File: src/rtl/cpu_step_ctrl.sv
// Execution controller for the lab CPU: turns debounced button pulses and switches into a
// registered CPU clock-enable for halt / single-step / burst / free-run, with a PC breakpoint.
module cpu_step_ctrl #(
    parameter int unsigned BURST_LEN = 16,
    parameter int unsigned RUN_DIV   = 50_000_000
) (
    input  logic        clk_100mhz,
    input  logic        rst,
    input  logic [4:0]  button_pulse,
    input  logic [7:0]  SW_OK,
    input  logic [31:0] pc,
    output logic        cpu_en,
    output logic [1:0]  mode,
    output logic        halted,
    output logic        bp_hit,
    output logic [15:0] step_count
);

    localparam int unsigned DivW = (RUN_DIV > 2) ? $clog2(RUN_DIV) : 1;
    localparam logic [DivW-1:0] DivLast   = DivW'(RUN_DIV - 1);
    localparam logic [15:0]     BurstLen  = 16'(BURST_LEN);
    localparam logic [15:0]     BurstLast = 16'(BURST_LEN - 1);

    typedef enum logic [1:0] {
        StHalt  = 2'b00,
        StStep  = 2'b01,
        StBurst = 2'b10,
        StRun   = 2'b11
    } state_e;

    state_e          state_q, state_d;
    logic            cpu_en_q, cpu_en_d;
    logic            bp_hit_q, bp_hit_d;
    logic            first_q, first_d;
    logic [DivW-1:0] div_q, div_d;
    logic [15:0]     remaining_q, remaining_d;
    logic [15:0]     step_count_q, step_count_d;

    logic cmd_step, cmd_burst, cmd_run, cmd_clear;
    logic fast, tick, bp_match;

    assign cmd_step  = button_pulse[0];
    assign cmd_burst = button_pulse[1];
    assign cmd_run   = button_pulse[3];
    assign cmd_clear = button_pulse[4];
    assign fast      = SW_OK[7];
    assign tick      = fast || (div_q == DivLast);
    // The first tick after leaving HALT is exempt so the CPU can resume from the breakpoint.
    assign bp_match  = SW_OK[6] && (pc[7:2] == SW_OK[5:0]) && !first_q;

    logic unused_inputs;
    assign unused_inputs = ^{button_pulse[2], pc[31:8], pc[1:0]};

    always_ff @(posedge clk_100mhz) begin
        if (rst) begin
            state_q      <= StHalt;
            cpu_en_q     <= 1'b0;
            bp_hit_q     <= 1'b0;
            first_q      <= 1'b0;
            div_q        <= '0;
            remaining_q  <= '0;
            step_count_q <= '0;
        end else begin
            state_q      <= state_d;
            cpu_en_q     <= cpu_en_d;
            bp_hit_q     <= bp_hit_d;
            first_q      <= first_d;
            div_q        <= div_d;
            remaining_q  <= remaining_d;
            step_count_q <= step_count_d;
        end
    end

    always_comb begin
        state_d     = state_q;
        cpu_en_d    = 1'b0;
        bp_hit_d    = bp_hit_q;
        first_d     = first_q;
        div_d       = div_q;
        remaining_d = remaining_q;

        case (state_q)
            StHalt: begin
                div_d = '0;
                if (cmd_run || cmd_burst || cmd_step) begin
                    bp_hit_d = 1'b0;
                    first_d  = 1'b1;
                    if (cmd_run) begin
                        state_d  = StRun;
                        cpu_en_d = fast;
                    end else if (cmd_burst) begin
                        state_d     = StBurst;
                        cpu_en_d    = fast;
                        remaining_d = fast ? BurstLast : BurstLen;
                    end else begin
                        state_d  = StStep;
                        cpu_en_d = 1'b1;
                    end
                end
            end
            StStep: state_d = StHalt;
            StBurst, StRun: begin
                div_d = (div_q == DivLast) ? '0 : div_q + 1'b1;
                if (cmd_run) begin
                    state_d     = StHalt;
                    remaining_d = '0;
                end else if (state_q == StBurst && remaining_q == '0) begin
                    // remaining counts scheduled enables; zero means the last one is on cpu_en now
                    state_d = StHalt;
                end else if (tick) begin
                    if (bp_match) begin
                        state_d  = StHalt;
                        bp_hit_d = 1'b1;
                    end else begin
                        cpu_en_d = 1'b1;
                        first_d  = 1'b0;
                        if (state_q == StBurst) remaining_d = remaining_q - 16'd1;
                    end
                end
            end
            default: state_d = StHalt;
        endcase
    end

    always_comb begin
        step_count_d = step_count_q;
        if (cmd_clear) begin
            step_count_d = '0;
        end else if (cpu_en_q && step_count_q != 16'hFFFF) begin
            step_count_d = step_count_q + 16'd1;
        end
    end

    always_comb begin
        cpu_en     = cpu_en_q;
        mode       = state_q;
        halted     = (state_q == StHalt);
        bp_hit     = bp_hit_q;
        step_count = step_count_q;
    end

endmodule

File: config.mk
export PLATFORM = sky130hd
export DESIGN_NAME = cpu_step_ctrl
export DESIGN_NICKNAME = d
export VERILOG_FILES = /design/src/rtl/cpu_step_ctrl.sv
export SDC_FILE = /design/constraint.sdc
export NUM_CORES = 1
export LEC_CHECK = 0
export BUFFER_PORTS_ARGS = -buffer_cell sky130_fd_sc_hd__buf_2
export CORE_ASPECT_RATIO = 1.2
export CORE_MARGIN = 8
export CORE_UTILIZATION = 40
export DETAILED_ROUTE_END_ITERATION = 12
export PLACE_DENSITY_LB_ADDON = 0.25
export SKIP_CTS_REPAIR_TIMING = 1
export SLEW_MARGIN = 10
export SYNTH_ARGS = -nofsm -noshare
export SYNTH_HDL_FRONTEND = slang
export SYNTH_SLANG_ARGS = --single-unit
File: constraint.sdc
create_clock -name clk_100mhz -period 4.2 [get_ports clk_100mhz]
set_clock_uncertainty 0.05 [all_clocks]
set_input_delay 0.42 -clock clk_100mhz [delete_from_list [all_inputs] [get_ports clk_100mhz]]
set_output_delay 0.42 -clock clk_100mhz [all_outputs]
set_load 0.1 [all_outputs]
* After elaboration in Yosys (flattened, before gate mapping)
Index checks and enable logic that the tools add are counted.
Widths: inputs -> output; s select.
** Storage, ports and cells
- Register bits :: 63
- Latch bits :: 0
- RAM bits :: 0
- Memory bits (read-only) :: 0
- Input bits :: 47
- Output and inout port bits :: 21
- Logic and storage cells :: 87
- Memories kept :: 0
** Operators by class
- Add/sub/neg operators :: 3
- $mul :: 0
- Divide/modulo/power cells :: 0
- Magnitude comparators :: 0
- Equality and inequality tests :: 20
- Shift operators :: 0
- Mux-type cells :: 40
- Bitwise gates (word level) :: 0
- Reductions and logical operators :: 17
** Operator list (count)
- $mux 16 :: 8
- $pmux 26 s2 :: 1
- $pmux 16 s2 :: 1
- $add 26x1->26 const B :: 1
- $eq 26x26->1 const B :: 1
- $mux 26 :: 1
- $mux 1 :: 17
- $add 16x1->16 const B :: 1
- $logic_not 16->1 :: 1
- $ne 16x16->1 const B :: 1
- $sub 16x1->16 const B :: 1
- $mux 2 :: 7
- $ne 2x2->1 const B :: 7
- $ne 3x3->1 const B :: 4
- $reduce_and 6->1 :: 2
- $ne 4x4->1 const B :: 2
- $reduce_and 8->1 :: 1
- $eq 6x6->1 :: 1
- $pmux 1 s2 :: 3
- $pmux 2 s3 :: 1
- $mux 5 :: 1
- $eq 2x2->1 const B :: 2
- $logic_and 1x1->1 :: 4
- $reduce_or 2->1 :: 2
- 7 further kinds :: 9

* Logic depth before layout (Yosys ltp)
- Word-level depth :: 8
- Mapped depth :: 9
- Gate-level depth less buffers :: 7

* Worst setup path after synthesis
Ideal clock, no wire load.
- Path type :: reg-to-reg
- From :: register state_q[1] (netlist: mode[1])
- To :: register bp_hit_q (netlist: bp_hit)
- Library setup time :: 0.117 ns
- Arrival time :: 2.789 ns
- Setup slack :: 1.244 ns
- Cell stages (with the launch flop) :: 5
- Buffers on the path :: 1
- Clock period less this slack :: 2.956 ns
- Cells stage by stage :: dfxtp_1 > clkbuf_1 > nor2_1 > o31ai_1 > o211a_1
** Between the ends
- Elaborated cells on any way between the ends :: 13
- Classes of those cells :: eq/ne: 7; mux: 1; reduce/logical: 5
** RTL lines
- from (decl) :: line 31 : state_e state_q, state_d;
- from (signal assigned) :: line 56 : state_q <= StHalt;
- from (signal assigned) :: line 64 : state_q <= state_d;
- $logic_not 2->1 *
- named net halted :: line 14 : output logic halted,
- $ne 2x1->1 (no source line) or $reduce_bool 2->1 (tied branches)
- $reduce_and 6->1 (no source line)
- to (signal assigned) :: line 66 : bp_hit_q <= bp_hit_d;
- to (decl) :: line 33 : logic bp_hit_q, bp_hit_d;
Mark *: on every way through the listed nets, which the timed path passes. The rest lies on a longest branch.
A chain may end at the register's enable or synchronous reset.

* Final worst setup path
- From :: register div_q[0]
- To :: register remaining_q[6]
** Between the ends
- Cells in the longest elaborated chain, start to end :: 4
** RTL lines
- from (decl) :: line 35 : logic [DivW-1:0] div_q, div_d;
- from (signal assigned) :: line 68 : div_q <= div_d;
- $eq 26x26->1 :: line 47 : assign tick = fast || (div_q == DivLast);
- $logic_or 1x1->1 :: line 47
- $ne 3x3->1 (no source line)
- $reduce_and 8->1 (no source line)
- to (signal assigned) :: line 69 : remaining_q <= remaining_d;
- to (decl) :: line 36 : logic [15:0] remaining_q, remaining_d;
No other way between the ends.

==> out/qor.csv <==
metric,value,unit
most used flip-flop cell after synthesis,sky130_fd_sc_hd__dfxtp_1,
setup-violating endpoint count in the final report,0,
unrepaired setup endpoints after global routing,no,
number of buffers on the longest clock path,2,
xor and xnor fraction of the mapped netlist area,0.0543,
critical path arrival,3150,ps
number of max-slew violations in the final report,0,
critical path class,flip-flop to flip-flop,
multiplexer share of the synthesized area,0.0177,
drc violations,0,
antenna violations before repair,0,
total half-perimeter wirelength after legalization and detailed placement,5.60,mm
core region area,8430,um2
initial standard-cell utilization of the core,0.402,
worst hold slack,371,ps
"post-synthesis share of cell area spent on full adders, half adders and majority gates",0.0148,
number of I/O pins,68,
nature of the critical path endpoint,flip-flop,
global-route wire length before repair,14.0,mm
classification of the worst-slack hold path,input pin to flip-flop,
final hold violation count,0,
synthesized area per cell,8.06,um2
Syn. warnings,0,
Routed Wire Length,8.21,mm
cell leakage power,1.39,nW
number of input and output port buffers inserted,40,
maximum number of pins on one net before global-route repair,39,
Routability Congestion,0.796,
Post-Synthesis Cell Area,3390,um2
Inserted Diodes,0,
fraction of the cycle the final worst path needs,0.703,
number of register bits inferred by synthesis,63,
clock-pin transition on the worst setup and hold timing paths,70,ps
filler cell count,841,
register area share after synthesis,0.372,
TritonCTS clock tree,done,
post-synthesis cell type with the largest combined area,sky130_fd_sc_hd__dfxtp_1,
H-tree lvl count,3,
Post-Synthesis Cells,420,
pwr/cell area,370,nW/um2
Detailed Routing Iterations Pass 1,4,
final setup slack of the worst path,1250,ps
ANT nets after route,0,
post-layout utilization of the core,0.457,
Final #Nets,502,
via/cell ratio,5.61,
min cycle time layout,2950,ps
full die area,11700,um2
required time worst endpoint,4390,ps
peak fanout along the critical path,13,
status,completed,
count of clock tree sinks,63,
Worst Max-Slew Pin Slew,1110,ps
headroom to the max-slew limit,0.253,
combined global-route utilization of all metal layers,0.147,
main combinational cell family by area after synthesis,simple AND/OR/NAND/NOR gates,
number of maximum-capacitance constraint violations,0,
area share of and/or/nand/nor cells after synthesis,0.295,
setup slack at placement,1260,ps
max frequency,0.338,GHz
later-pin clock latency in the skew report,350,ps
number of standard-cell rows in the floorplan,37,
Total Neg Setup Slack,0,ps
crit start category,flip-flop,
die extent in x,100,um
Area contributors post-synth,"sky130_fd_sc_hd__dfxtp_1 (37%), sky130_fd_sc_hd__nor2_1 (5.7%), sky130_fd_sc_hd__nand2_1 (4.3%), sky130_fd_sc_hd__xor2_1 (3.9%), sky130_fd_sc_hd__a21oi_1 (3.5%)",
count of distinct cell types in the synthesized netlist,53,
iteration-0 DRC count of the detailed router,169,
clock buffer count from CTS,9,
leftover overflow at the end of global routing,0,
area overhead of the layout relative to synthesis,13.7,%
number of flops mapped to enable cells by yosys,0,
ratio of cells with drive above 1 in the final layout,0.156,
Async SR Flop Fraction,0,
number of nets produced by synthesis,471,
number of global-route vias before repair,3027,
proportion of netlist area held by the largest area contributor,0.372,
post-synthesis compound-gate area fraction,0.208,
die outline height,117,um
IR Drop Worst-Case VDD,0.133,mV
post-detailed-route wirelength per cell,14.3,um
vias after detailed routing,3214,
clock tree root driver cell,sky130_fd_sc_hd__clkbuf_8,
[metrics by stage]
step                instance area (um2)  power [W]  instances
global route                       3850    0.00150        573
CTS                                3850    0.00144        573
floorplan                          3390   0.000861        420
global placement                   3660   0.000924        557
finish                             3850    0.00143        573
detailed placement                 3660   0.000929        557
[layout make-up]
type / count / area [um2] / area share
clock buffers: 12 / 165 / 0.0429
clock inverters: 4 / 28.8 / 0.00747
inverters: 11 / 41.3 / 0.0107
multi-input cells: 325 / 2000 / 0.520
flip-flops and latches: 63 / 1260 / 0.327
well taps: 117 / 146 / 0.0380
repair buffers: 41 / 208 / 0.0539
[cells by family (layout without fill, tap and decap cells)]
| logic type | count (synthesis) | count (layout) |
|---|---|---|
| AND/OR/NAND/NOR | 192 | 192 |
| AO/OA/AOI/OAI | 102 | 102 |
| flip-flops | 63 | 63 |
| buffers and inverters | 32 | 68 |
| XOR/XNOR | 21 | 21 |
| multiplexers | 6 | 6 |
| adder cells (fa/ha/maj) | 4 | 4 |
[power by group]
group | leakage [nW] | total, W | switching, W | internal [W]
Sequential | 0.509 | 0.000632 | 0.0000202 | 0.000612
Combinational | 0.790 | 0.000287 | 0.000203 | 0.0000840
Clock | 0.0946 | 0.000507 | 0.000245 | 0.000262
Total | 1.39 | 0.00143 | 0.000468 | 0.000958
[placed cells by master, fill, tap and decap left out, drive strengths merged, types with 6 or more instances in the layout]
cell type	Yosys	routed
nor4	7	7
clkbuf	18	12
xnor2	6	6
a31oi	9	9
or3	10	10
a21oi	24	24
xor2	15	15
mux2i	6	6
nor2	51	51
dfxtp	63	63
inv	11	11
nand2b	6	6
a311oi	12	12
nor3	10	10
nand4	16	16
and3	10	10
buf	3	41
o21ai	19	19
nand2	39	39
nand3	16	16
[path summary, 6_finish.rpt]
kind / from / end / slack, ps / cells after the start
worst max-delay path: div_q[0]$_SDFFE_PP0P_ / remaining_q[6]$_SDFFE_PP0P_ / 1250 / 7
worst min-delay path: button_pulse[0] / bp_hit$_SDFFE_PP0P_ / 370 / 3
worst min register to register: div_q[25]$_SDFFE_PP0P_ / div_q[25]$_SDFFE_PP0P_ / 440 / 2
worst max register to register: div_q[0]$_SDFFE_PP0P_ / remaining_q[6]$_SDFFE_PP0P_ / 1250 / 7
[critical path, stage by stage (launching register included)]
cell and delay (ps):
sky130_fd_sc_hd__dfxtp_1 420, sky130_fd_sc_hd__ha_1 220, sky130_fd_sc_hd__inv_1 70, sky130_fd_sc_hd__or3_1 490, sky130_fd_sc_hd__o31a_1 380, sky130_fd_sc_hd__or3b_4 480, sky130_fd_sc_hd__or4_1 480, sky130_fd_sc_hd__a32o_1 260
[state kept, by name, indices dropped and copies added (netlist names)]
name / cells
mode: 2
cpu_en: 1
bp_hit: 1
first_q: 1
remaining_q: 16
div_q: 26
step_count: 16
[cells in the mapped netlist (2+ instances only)]
library cell / count
sky130_fd_sc_hd__a31oi_1: 9
sky130_fd_sc_hd__a41oi_1: 5
sky130_fd_sc_hd__nand2b_1: 6
sky130_fd_sc_hd__dfxtp_1: 63
sky130_fd_sc_hd__nand4_1: 16
sky130_fd_sc_hd__nor2_1: 51
sky130_fd_sc_hd__nand3_1: 15
sky130_fd_sc_hd__xnor2_1: 6
sky130_fd_sc_hd__or4_1: 5
sky130_fd_sc_hd__a22oi_1: 4
sky130_fd_sc_hd__nand2_1: 39
sky130_fd_sc_hd__or3_1: 10
sky130_fd_sc_hd__a32o_1: 3
sky130_fd_sc_hd__nor2b_1: 3
sky130_fd_sc_hd__nor4_1: 7
sky130_fd_sc_hd__a31o_2: 5
sky130_fd_sc_hd__a21o_1: 3
sky130_fd_sc_hd__mux2i_1: 6
sky130_fd_sc_hd__nand4b_1: 3
sky130_fd_sc_hd__o311ai_0: 4
sky130_fd_sc_hd__o31a_1: 2
sky130_fd_sc_hd__clkbuf_1: 18
sky130_fd_sc_hd__xor2_1: 15
sky130_fd_sc_hd__or2_2: 2
sky130_fd_sc_hd__o21ai_0: 18
sky130_fd_sc_hd__and2_1: 4
sky130_fd_sc_hd__and4_1: 3
sky130_fd_sc_hd__o31ai_1: 3
sky130_fd_sc_hd__nor4b_1: 3
sky130_fd_sc_hd__ha_1: 4
sky130_fd_sc_hd__inv_1: 11
sky130_fd_sc_hd__a21oi_1: 24
sky130_fd_sc_hd__o41ai_1: 2
sky130_fd_sc_hd__a311oi_1: 12
sky130_fd_sc_hd__nor3_1: 9
sky130_fd_sc_hd__and3_1: 10
[metal layers]
| metal | wire length [um] | global-route usage |
|---|---|---|
| met1 | 3810 | 0.174 |
| met2 | 3730 | 0.241 |
| met3 | 509 | 0.0402 |
| met4 | 167 | 0.0758 |
| met5 | 0 | 0 |
Power figures use the tool's default switching activity.
